File: src/rtl/xe11_dma_pkg.sv
// Shared definitions for the DEUNA Unibus DMA sequencer: FSM encodings,
// Unibus control codes and the ARM-visible ident word.
package xe11_dma_pkg;

    typedef logic [2:0] dma_state_t;

    localparam dma_state_t ST_IDLE  = 3'd0;
    localparam dma_state_t ST_REQ   = 3'd1;
    localparam dma_state_t ST_SETUP = 3'd2;
    localparam dma_state_t ST_MSYN  = 3'd3;
    localparam dma_state_t ST_UNSYN = 3'd4;
    localparam dma_state_t ST_NEXT  = 3'd5;
    localparam dma_state_t ST_DONE  = 3'd6;
    localparam dma_state_t ST_ABORT = 3'd7;

    localparam logic [1:0] C_DATI = 2'b00;
    localparam logic [1:0] C_DATO = 2'b10;

    localparam logic [31:0] XE11_IDENT = 32'h58441002;

    // Unibus word addresses step by two and wrap within the 18-bit space.
    function automatic logic [17:0] next_word(input logic [17:0] a);
        return a + 18'd2;
    endfunction

endpackage

File: src/rtl/xe11_dma_if.sv
// ARM register port plus Unibus NPR master signals of the DMA sequencer.
interface xe11_dma_if;
    import xe11_dma_pkg::*;

    // Handshakes: dmareq is held high for the whole burst and dmagnt stays high
    // until dmareq drops. A bus cycle is MSYN high until SSYN is seen high, then
    // MSYN low until SSYN is seen low; a/c/d are stable from DESKEW cycles before
    // MSYN rises until SSYN has dropped. ARM writes are single-cycle strobes.
    logic        armwrite;
    logic [1:0]  armraddr;
    logic [1:0]  armwaddr;
    logic [31:0] armwdata;
    logic [31:0] armrdata;
    logic        armintrq;
    logic        dmareq;
    logic        dmagnt;
    logic        init_in_h;
    logic [17:0] a_out_h;
    logic [1:0]  c_out_h;
    logic [15:0] d_out_h;
    logic        msyn_out_h;
    logic [15:0] d_in_h;
    logic        ssyn_in_h;
    dma_state_t  state_dbg;

    modport master (
        input  armwrite, armraddr, armwaddr, armwdata, dmagnt, init_in_h, d_in_h, ssyn_in_h,
        output armrdata, armintrq, dmareq, a_out_h, c_out_h, d_out_h, msyn_out_h, state_dbg
    );

    modport slave (
        output armwrite, armraddr, armwaddr, armwdata, dmagnt, init_in_h, d_in_h, ssyn_in_h,
        input  armrdata, armintrq, dmareq, a_out_h, c_out_h, d_out_h, msyn_out_h, state_dbg
    );

endinterface

File: src/rtl/xe11_dmabuf.sv
// 16x16 word buffer: ARM port and bus port, synchronous write, combinational read.
module xe11_dmabuf (
    input  logic        CLOCK,
    input  logic        a_we,
    input  logic [3:0]  a_waddr,
    input  logic [15:0] a_wdata,
    input  logic [3:0]  a_raddr,
    output logic [15:0] a_rdata,
    input  logic        b_we,
    input  logic [3:0]  b_addr,
    input  logic [15:0] b_wdata,
    output logic [15:0] b_rdata
);

    logic [15:0] mem [16];

    // The ARM port is only enabled while idle, so the two writes never collide.
    always_ff @(posedge CLOCK) begin
        if (a_we) mem[a_waddr] <= a_wdata;
        if (b_we) mem[b_addr]  <= b_wdata;
    end

    assign a_rdata = mem[a_raddr];
    assign b_rdata = mem[b_addr];

endmodule

File: src/rtl/xe11_dma.sv
// Unibus NPR DMA sequencer: ARM-queued bursts of up to 16 DATI/DATO cycles
// with deskew, SSYN timeout, abort/INIT handling and a done interrupt.
module xe11_dma
    import xe11_dma_pkg::*;
#(
    parameter int DESKEW  = 15,
    parameter int TIMEOUT = 1000
) (
    input  logic        CLOCK,
    input  logic        RESET,
    xe11_dma_if.master  bus
);

    localparam logic [9:0] DESKEW_LD  = 10'(DESKEW - 1);
    localparam logic [9:0] TIMEOUT_LD = 10'(TIMEOUT - 1);

    dma_state_t  state;
    logic [9:0]  cnt;
    logic        busy, err, done, dir;
    logic [3:0]  remaining, wptr, rdidx;
    logic [17:0] curaddr, startaddr;
    logic [15:0] arm_rdata, bus_rdata;

    logic go_wr, buf_wr, ctl_wr, kill, dati_cap, drive;

    assign go_wr  = bus.armwrite && (bus.armwaddr == 2'd1) && bus.armwdata[31];
    assign buf_wr = bus.armwrite && (bus.armwaddr == 2'd2);
    assign ctl_wr = bus.armwrite && (bus.armwaddr == 2'd3);

    // INIT or ARM abort pulls the sequencer out of any active state.
    assign kill = (state != ST_IDLE) && (state != ST_ABORT) &&
                  (bus.init_in_h || (ctl_wr && bus.armwdata[31]));

    assign dati_cap = (state == ST_MSYN) && bus.ssyn_in_h && !dir && !kill;

    xe11_dmabuf u_buf (
        .CLOCK   (CLOCK),
        .a_we    (buf_wr && !busy),
        .a_waddr (bus.armwdata[19:16]),
        .a_wdata (bus.armwdata[15:0]),
        .a_raddr (rdidx),
        .a_rdata (arm_rdata),
        .b_we    (dati_cap),
        .b_addr  (wptr),
        .b_wdata (bus.d_in_h),
        .b_rdata (bus_rdata)
    );

    always_ff @(posedge CLOCK) begin
        if (RESET) begin
            state     <= ST_IDLE;
            cnt       <= '0;
            busy      <= 1'b0;
            err       <= 1'b0;
            done      <= 1'b0;
            dir       <= 1'b0;
            remaining <= '0;
            wptr      <= '0;
            rdidx     <= '0;
            curaddr   <= '0;
            startaddr <= '0;
        end else begin
            if (buf_wr) rdidx <= bus.armwdata[19:16];
            if (ctl_wr && bus.armwdata[30]) done <= 1'b0;
            if (kill) begin
                state <= ST_ABORT;
                cnt   <= TIMEOUT_LD;
            end else begin
                case (state)
                    ST_IDLE: if (go_wr) begin
                        dir       <= bus.armwdata[30];
                        remaining <= bus.armwdata[23:20];
                        curaddr   <= {bus.armwdata[17:1], 1'b0};
                        startaddr <= {bus.armwdata[17:1], 1'b0};
                        wptr      <= '0;
                        busy      <= 1'b1;
                        err       <= 1'b0;
                        done      <= 1'b0;
                        state     <= ST_REQ;
                    end
                    ST_REQ: if (bus.dmagnt) begin
                        cnt   <= DESKEW_LD;
                        state <= ST_SETUP;
                    end
                    ST_SETUP: if (cnt == '0) begin
                        cnt   <= TIMEOUT_LD;
                        state <= ST_MSYN;
                    end else begin
                        cnt <= cnt - 10'd1;
                    end
                    ST_MSYN: if (bus.ssyn_in_h) begin
                        state <= ST_UNSYN;
                    end else if (cnt == '0) begin
                        err   <= 1'b1;
                        state <= ST_UNSYN;
                    end else begin
                        cnt <= cnt - 10'd1;
                    end
                    ST_UNSYN: if (!bus.ssyn_in_h) state <= ST_NEXT;
                    ST_NEXT: if (err || (remaining == '0)) begin
                        state <= ST_DONE;
                    end else begin
                        curaddr   <= next_word(curaddr);
                        wptr      <= wptr + 4'd1;
                        remaining <= remaining - 4'd1;
                        cnt       <= DESKEW_LD;
                        state     <= ST_SETUP;
                    end
                    ST_DONE: begin
                        busy  <= 1'b0;
                        done  <= 1'b1;
                        state <= ST_IDLE;
                    end
                    ST_ABORT: if (!bus.ssyn_in_h || (cnt == '0)) begin
                        err   <= 1'b1;
                        done  <= 1'b1;
                        busy  <= 1'b0;
                        state <= ST_IDLE;
                    end else begin
                        cnt <= cnt - 10'd1;
                    end
                    default: state <= ST_IDLE;
                endcase
            end
        end
    end

    // Address/control/data are driven from SETUP through UNSYN only.
    assign drive = (state == ST_SETUP) || (state == ST_MSYN) || (state == ST_UNSYN);

    always_comb begin
        bus.a_out_h    = drive ? curaddr : 18'd0;
        bus.c_out_h    = drive ? (dir ? C_DATO : C_DATI) : 2'b00;
        bus.d_out_h    = (drive && dir) ? bus_rdata : 16'd0;
        bus.msyn_out_h = (state == ST_MSYN);
        bus.dmareq     = (state == ST_REQ) || drive || (state == ST_NEXT);
        bus.armintrq   = done;
        bus.state_dbg  = state;
        case (bus.armraddr)
            2'd0:    bus.armrdata = XE11_IDENT;
            2'd1:    bus.armrdata = {busy, err, dir, done, 4'b0, remaining, 2'b0, curaddr};
            2'd2:    bus.armrdata = {12'b0, rdidx, arm_rdata};
            default: bus.armrdata = {14'b0, startaddr};
        endcase
    end

endmodule
File: src/flat_wrapper.sv
// flat-port wrapper written by rule: the top's interface ports become plain ports
module xe11_dma_flat import xe11_dma_pkg::*;
#(
    parameter int DESKEW  = 15,
    parameter int TIMEOUT = 1000
)
  (CLOCK, RESET, bus_armwrite, bus_armraddr, bus_armwaddr, bus_armwdata, bus_dmagnt, bus_init_in_h, bus_d_in_h, bus_ssyn_in_h, bus_armrdata, bus_armintrq, bus_dmareq, bus_a_out_h, bus_c_out_h, bus_d_out_h, bus_msyn_out_h, bus_state_dbg);
  xe11_dma_if bus_i ();
  input  logic CLOCK;
  input  logic RESET;
  input wire logic [$bits(bus_i.armwrite)-1:0] bus_armwrite;
  input wire logic [$bits(bus_i.armraddr)-1:0] bus_armraddr;
  input wire logic [$bits(bus_i.armwaddr)-1:0] bus_armwaddr;
  input wire logic [$bits(bus_i.armwdata)-1:0] bus_armwdata;
  input wire logic [$bits(bus_i.dmagnt)-1:0] bus_dmagnt;
  input wire logic [$bits(bus_i.init_in_h)-1:0] bus_init_in_h;
  input wire logic [$bits(bus_i.d_in_h)-1:0] bus_d_in_h;
  input wire logic [$bits(bus_i.ssyn_in_h)-1:0] bus_ssyn_in_h;
  output wire logic [$bits(bus_i.armrdata)-1:0] bus_armrdata;
  output wire logic [$bits(bus_i.armintrq)-1:0] bus_armintrq;
  output wire logic [$bits(bus_i.dmareq)-1:0] bus_dmareq;
  output wire logic [$bits(bus_i.a_out_h)-1:0] bus_a_out_h;
  output wire logic [$bits(bus_i.c_out_h)-1:0] bus_c_out_h;
  output wire logic [$bits(bus_i.d_out_h)-1:0] bus_d_out_h;
  output wire logic [$bits(bus_i.msyn_out_h)-1:0] bus_msyn_out_h;
  output wire logic [$bits(bus_i.state_dbg)-1:0] bus_state_dbg;
  assign bus_i.armwrite = bus_armwrite;
  assign bus_i.armraddr = bus_armraddr;
  assign bus_i.armwaddr = bus_armwaddr;
  assign bus_i.armwdata = bus_armwdata;
  assign bus_i.dmagnt = bus_dmagnt;
  assign bus_i.init_in_h = bus_init_in_h;
  assign bus_i.d_in_h = bus_d_in_h;
  assign bus_i.ssyn_in_h = bus_ssyn_in_h;
  assign bus_armrdata = bus_i.armrdata;
  assign bus_armintrq = bus_i.armintrq;
  assign bus_dmareq = bus_i.dmareq;
  assign bus_a_out_h = bus_i.a_out_h;
  assign bus_c_out_h = bus_i.c_out_h;
  assign bus_d_out_h = bus_i.d_out_h;
  assign bus_msyn_out_h = bus_i.msyn_out_h;
  assign bus_state_dbg = bus_i.state_dbg;
  xe11_dma #(.DESKEW(DESKEW), .TIMEOUT(TIMEOUT)) u_core (.CLOCK(CLOCK), .RESET(RESET), .bus(bus_i));
endmodule
File: config.mk
export PLATFORM = sky130hd
export DESIGN_NAME = xe11_dma_flat
export DESIGN_NICKNAME = d
export VERILOG_FILES = /design/src/rtl/xe11_dma_pkg.sv /design/src/rtl/xe11_dma_if.sv /design/src/rtl/xe11_dmabuf.sv /design/src/rtl/xe11_dma.sv /design/src/flat_wrapper.sv
export SDC_FILE = /design/constraint.sdc
export NUM_CORES = 1
export LEC_CHECK = 0
export CORE_MARGIN = 2
export CORE_UTILIZATION = 55
export CTS_BUF_LIST = sky130_fd_sc_hd__clkbuf_16
export CTS_CLUSTER_SIZE = 16
export DETAILED_ROUTE_END_ITERATION = 6
export GPL_ROUTABILITY_DRIVEN = 0
export PLACE_DENSITY_LB_ADDON = 0.25
export SYNTH_ARGS = -nofsm -noshare
export SYNTH_HDL_FRONTEND = slang
export SYNTH_SLANG_ARGS = --single-unit
export TNS_END_PERCENT = 100
File: constraint.sdc
create_clock -name CLOCK -period 7.65 [get_ports CLOCK]
set_input_delay 1.1475 -clock CLOCK [delete_from_list [all_inputs] [get_ports CLOCK]]
set_output_delay 1.1475 -clock CLOCK [all_outputs]
set_load 0.005 [all_outputs]
# Yosys cells after proc, flatten, opt, wreduce, memory -nomap -nowiden
# Memories as Yosys holds them, arrays and structs flattened. A register that Yosys moved wholly into a read port is not among the register bits.
# Cells that the tools add are included.
# op_classes
muxes	53
eq_ne	31
n_reduce_logical	42
n_bitwise	1
n_addsub	4
# op_table
operator	count
$pmux W32 S3	1
$mux W10	7
$mux W18	3
$pmux W10 S5	1
$pmux W18 S2	1
$mux W4	8
$mux W3	9
$pmux W3 S8	1
$reduce_and A6 Y1	4
$add A18 B2 Y18 const B	1
$ne A3 B2 Y1 const B	6
$mux W16	1
$pmux W4 S2	2
$mux W1	14
$logic_and A1 B1 Y1	13
$eq A3 B3 Y1 const B	4
$logic_not A10 Y1	1
$ne A2 B2 Y1 const B	5
$sub A10 B1 Y10 const B	1
$ne A3 B1 Y1 const B	3
$pmux W1 S3	3
$reduce_bool A3 Y1	3
$reduce_and A4 Y1	2
$logic_or A1 B1 Y1	7
other kinds (20)	30
# word_totals
in_bits	58
ramBits	256
reg_bits	64
memories	1
output_inout_bits	74
# mem_list
memory	depth	word_bits	read_ports	rd_ports_with_merged_regs	write_ports	line	rtl
u_core.u_buf.mem	16	16	2	2	2	xe11_dmabuf.sv:15	logic [15:0] mem [16];

# Depth between registers and ports, before layout
# depth
depth_word	9
ltp_mapped	9
ltp_nobuf	7

# Modules after synthesis
# A second synthesis with hierarchy kept.
# hier_totals
hier_cells	1468
hier_area_um2	19238.5
# modules_own_cells
module	n_inst	seq_area_each_um2	cells_per_inst	area_each_um2
xe11_dmabuf	1	7687.4	892	14911.8
xe11_dma	1	1261.2	576	4326.6

# Worst setup path after synthesis
# Ideal clock, no wire load.
# synth_timing
kind	input to register
startpoint	input port bus_armwaddr[0]
endpoint	memory u_core.u_buf.mem[1][0], enable pin
cell_stages	4
arrival_time_ns	3.081
path_slack_ns	4.154
setup_time_ns	0.415
required_ns	7.235
cell_sequence	nand3b_1 > nor2_1 > nand3b_1 > o31ai_1
# synth_rtl
item	line	rtl
from (decl)	flat_wrapper.sv:13	input wire logic [$bits(bus_i.armwaddr)-1:0] bus_armwaddr;
to (decl)	xe11_dmabuf.sv:15	

==> flow_summary.toml <==
[place]
portBuffers = 120
dp_hpwl_um = 34700
place_area_um2 = 20800

[cts]
cts_buffers = 37
postCtsHoldBufs = 0
tritoncts = "built"
clk_latency_ns = 0.52
path_clk_slew_ns = 0.06
post_cts_buffers = 0
htreeDepth = 2
root_buffer = "clkbuf_16"
cts_sinks = 327
cts.repair.resized = 0
cts_max_path_buffers = 3

[setup_path]
cp-start-kind = "register"
cp_data_arrival_time_ns = 4.04
r2r_cells = 6
crit_fanout = 45
end_kind = "output port"
ff2ff_setup_slack_ns = 3.64
worstReg2RegStart = "u_core.bus.state_dbg[0]$_SDFFE_PP0P_"
cp.required_ns = 6.50
r2r-end = "u_core.u_buf.mem[13][0]$_DFFE_PP_"
critical_path_class = "reg -> out"

[synth]
synth_top_family_by_area = "multiplexers"
synthAdderAreaFrac = 0.00568
syn_area_per_cell_um2 = 13.6
synth_top_area_share = 0.397
synth.mux.area_fraction = 0.339
ys_ff_latch = 327
synth_flop_cell = "edfxtp_1"
synth_top_cell_by_area = "edfxtp_1"
synth_compound_area_frac = 0.0591
syn_inst = 1429
async_flop_share = 0
yosys_warnings = 0
yosys-top-cells-area = "edfxtp_1 40%, mux4_2 19%, mux2_2 15%, dfxtp_1 7.3%, nand2_1 1.9%"
synth_area_um2 = 19400
synth_xor_area_frac = 0
netlist-cell-type-count = 70
ys_seq_area_frac = 0.470
synthSimpleGateAreaFrac = 0.0864
synth_edf_count = 256

[timing]
slew_violations = 0
finalHoldViolations = 0
min_period_ns = 5.19
setup-violations-final = 0
tightest_slew_ns = 1.33
finClkSkew_ns = 0.0111
rsz0062_at_grt = "no"
tns_ns = 0
max_slew_margin = 0.114
final.period_utilization = 0.678
fmax_mhz = 193

[route]
detail_route.iter0.violations = 1657
vias_per_cell = 6.97
drt-total-wl_um = 58100
drt-wirelength-per-cell_um = 29.6
num_vias = 13700
drc = 0
dr.pass1.iters = 5
ant_nets = 0

[finish]
area_growth_pct = 13.8
drive_above_1_share = 0.364
nets = 1547
finish.utilization = 0.637
finalInstanceArea_um2 = 22100

[worst_hold_path]
min_path_cells = 2
holdPathEnd = "u_core.startaddr[17]$_SDFFE_PP0P_"
hold_class = "reg -> reg"
worst_hold_startpoint = "u_core.startaddr[17]$_SDFFE_PP0P_"

[grt]
grt_usage = 0.319
grt_max_degree = 62
first_global_vias = 13400
overflow = 0
grt_pass1_wl_um = 84900
antenna_found_initial = 6

[power]
ir_drop_mv = 0.207
leakage_uw = 0.00700
p_per_area_nw_per_um2 = 207

[floorplanning]
dieArea_um2 = 36800
die_y_um = 192
die_w_um = 192
core_um2 = 34600
ios = 132
start_util = 0.560
rows = 68

[run_status]
run_status = "complete, no violations"

[run]
max_cap_violations = 0
cells by family after synthesis:
| logic type | after synthesis |
|---|---|
| and+or+nand+nor | 330 |
| AOI/OAI and AO/OA | 174 |
| other | 1 |
| DFF | 327 |
| adders and majority gates | 9 |
| buffers and inverters | 163 |
| muxes | 425 |
cells in the mapped netlist, drive strengths merged, types with 5 or more instances:
cell type    n
mux2       258
edfxtp     256
mux4       160
nand2      111
clkbuf      78
dfxtp       71
buf         64
a21oi       60
nor2        46
nor2b       41
nand3       37
o21ai       34
nor3        22
inv         21
and2        14
a211oi      12
nand2b      10
nor4        10
or3         10
ha           8
mux2i        7
a2111oi      6
and3         6
o21a         6
or2          6
a221oi       5
o21bai       5
o22ai        5
o32ai        5
worst max path at each step:
stage,depth (start not counted),to,slack [ns]
2_1_floorplan,4,u_core.u_buf.mem[1][0]$_DFFE_PP_,4.15
3_3_place_gp,7,u_core.u_buf.mem[13][9]$_DFFE_PP_,2.93
5_1_grt,6,bus_armrdata[12],2.23
3_5_place_dp,7,u_core.u_buf.mem[13][9]$_DFFE_PP_,2.91
6_report,6,bus_armrdata[12],2.46
4_1_cts,6,bus_armrdata[12],2.41
per-layer routing:
| layer | vias up | GRT usage | routed length (µm) |
|---|---|---|---|
| met1 | 6905 | 0.424 | 21900 |
| met3 | 170 | 0.0872 | 6930 |
| li1 | 5712 | - | - |
| met5 | - | 0 | 72 |
| met4 | 10 | 0.116 | 2160 |
| met2 | 901 | 0.507 | 27100 |
layout make-up:
type,count,area (µm²)
fill,2540,12600
multi-input combinational,943,9640
sequential,327,9120
timing repair buffer,151,1430
clock buffer,39,976
tap,455,569
clock inverter,29,240
inverter,21,78.8
antenna,1,2.50
worst max-delay path: stages, from the launching register on:
cell and delay (ns):
dfxtp_4 1.02, buf_4 0.54, mux4_2 0.57, mux4_2 0.57
mux2i_1 0.23, a21oi_1 0.10, clkdlybuf4s50_1 0.45
metrics by stage:
stage / worst slack [ns] / total power (µW) / cells / hold WS [ns]
global route: 2.23 / 4730 / 1965 / 0.474
global placement: 2.93 / 2780 / 1897 / 0.439
finish: 2.46 / 4570 / 1966 / 0.457
detailed placement: 2.91 / 2800 / 1897 / 0.446
floorplan: 4.15 / 2570 / 1433 / 0.433
CTS: 2.41 / 4570 / 1965 / 0.456
flip-flops by register name (all words and copies together), names as in the netlist, 3 cells and up, named ones only:
name and cells:
u_core.startaddr 17, u_core.rdidx 4, u_core.remaining 4, u_core.cnt 10, u_core.bus.state_dbg 3, u_core.curaddr 17
u_core.wptr 4, u_core.u_buf.mem 256
cell usage in the layout (no fill, tap or decap), types with 8 or more instances in the layout:
master | synthesis | final
o21ai_0 | 34 | 23
mux4_2 | 160 | 160
nor4_1 | 8 | 8
a211oi_1 | 12 | 12
buf_4 | 18 | 31
or3_1 | 10 | 10
clkbuf_16 | 0 | 39
ha_1 | 8 | 8
nor2b_1 | 41 | 41
mux2_2 | 258 | 258
clkdlybuf4s50_1 | 0 | 119
and2_1 | 13 | 13
nor3_1 | 21 | 21
nor2_1 | 46 | 46
nand3_1 | 37 | 37
inv_1 | 21 | 27
clkinv_1 | 0 | 10
edfxtp_1 | 256 | 256
nand2_2 | 12 | 12
a21oi_1 | 59 | 59
dfxtp_1 | 71 | 67
nand2b_1 | 10 | 10
nand2_1 | 99 | 99
power breakdown:
part / internal, µW / leakage, µW / switching, µW
logic: 327 / 0.00351 / 423
clock network: 1060 / 0.000606 / 730
registers: 1960 / 0.00288 / 71.4
(Power assumes the default switching activity.)
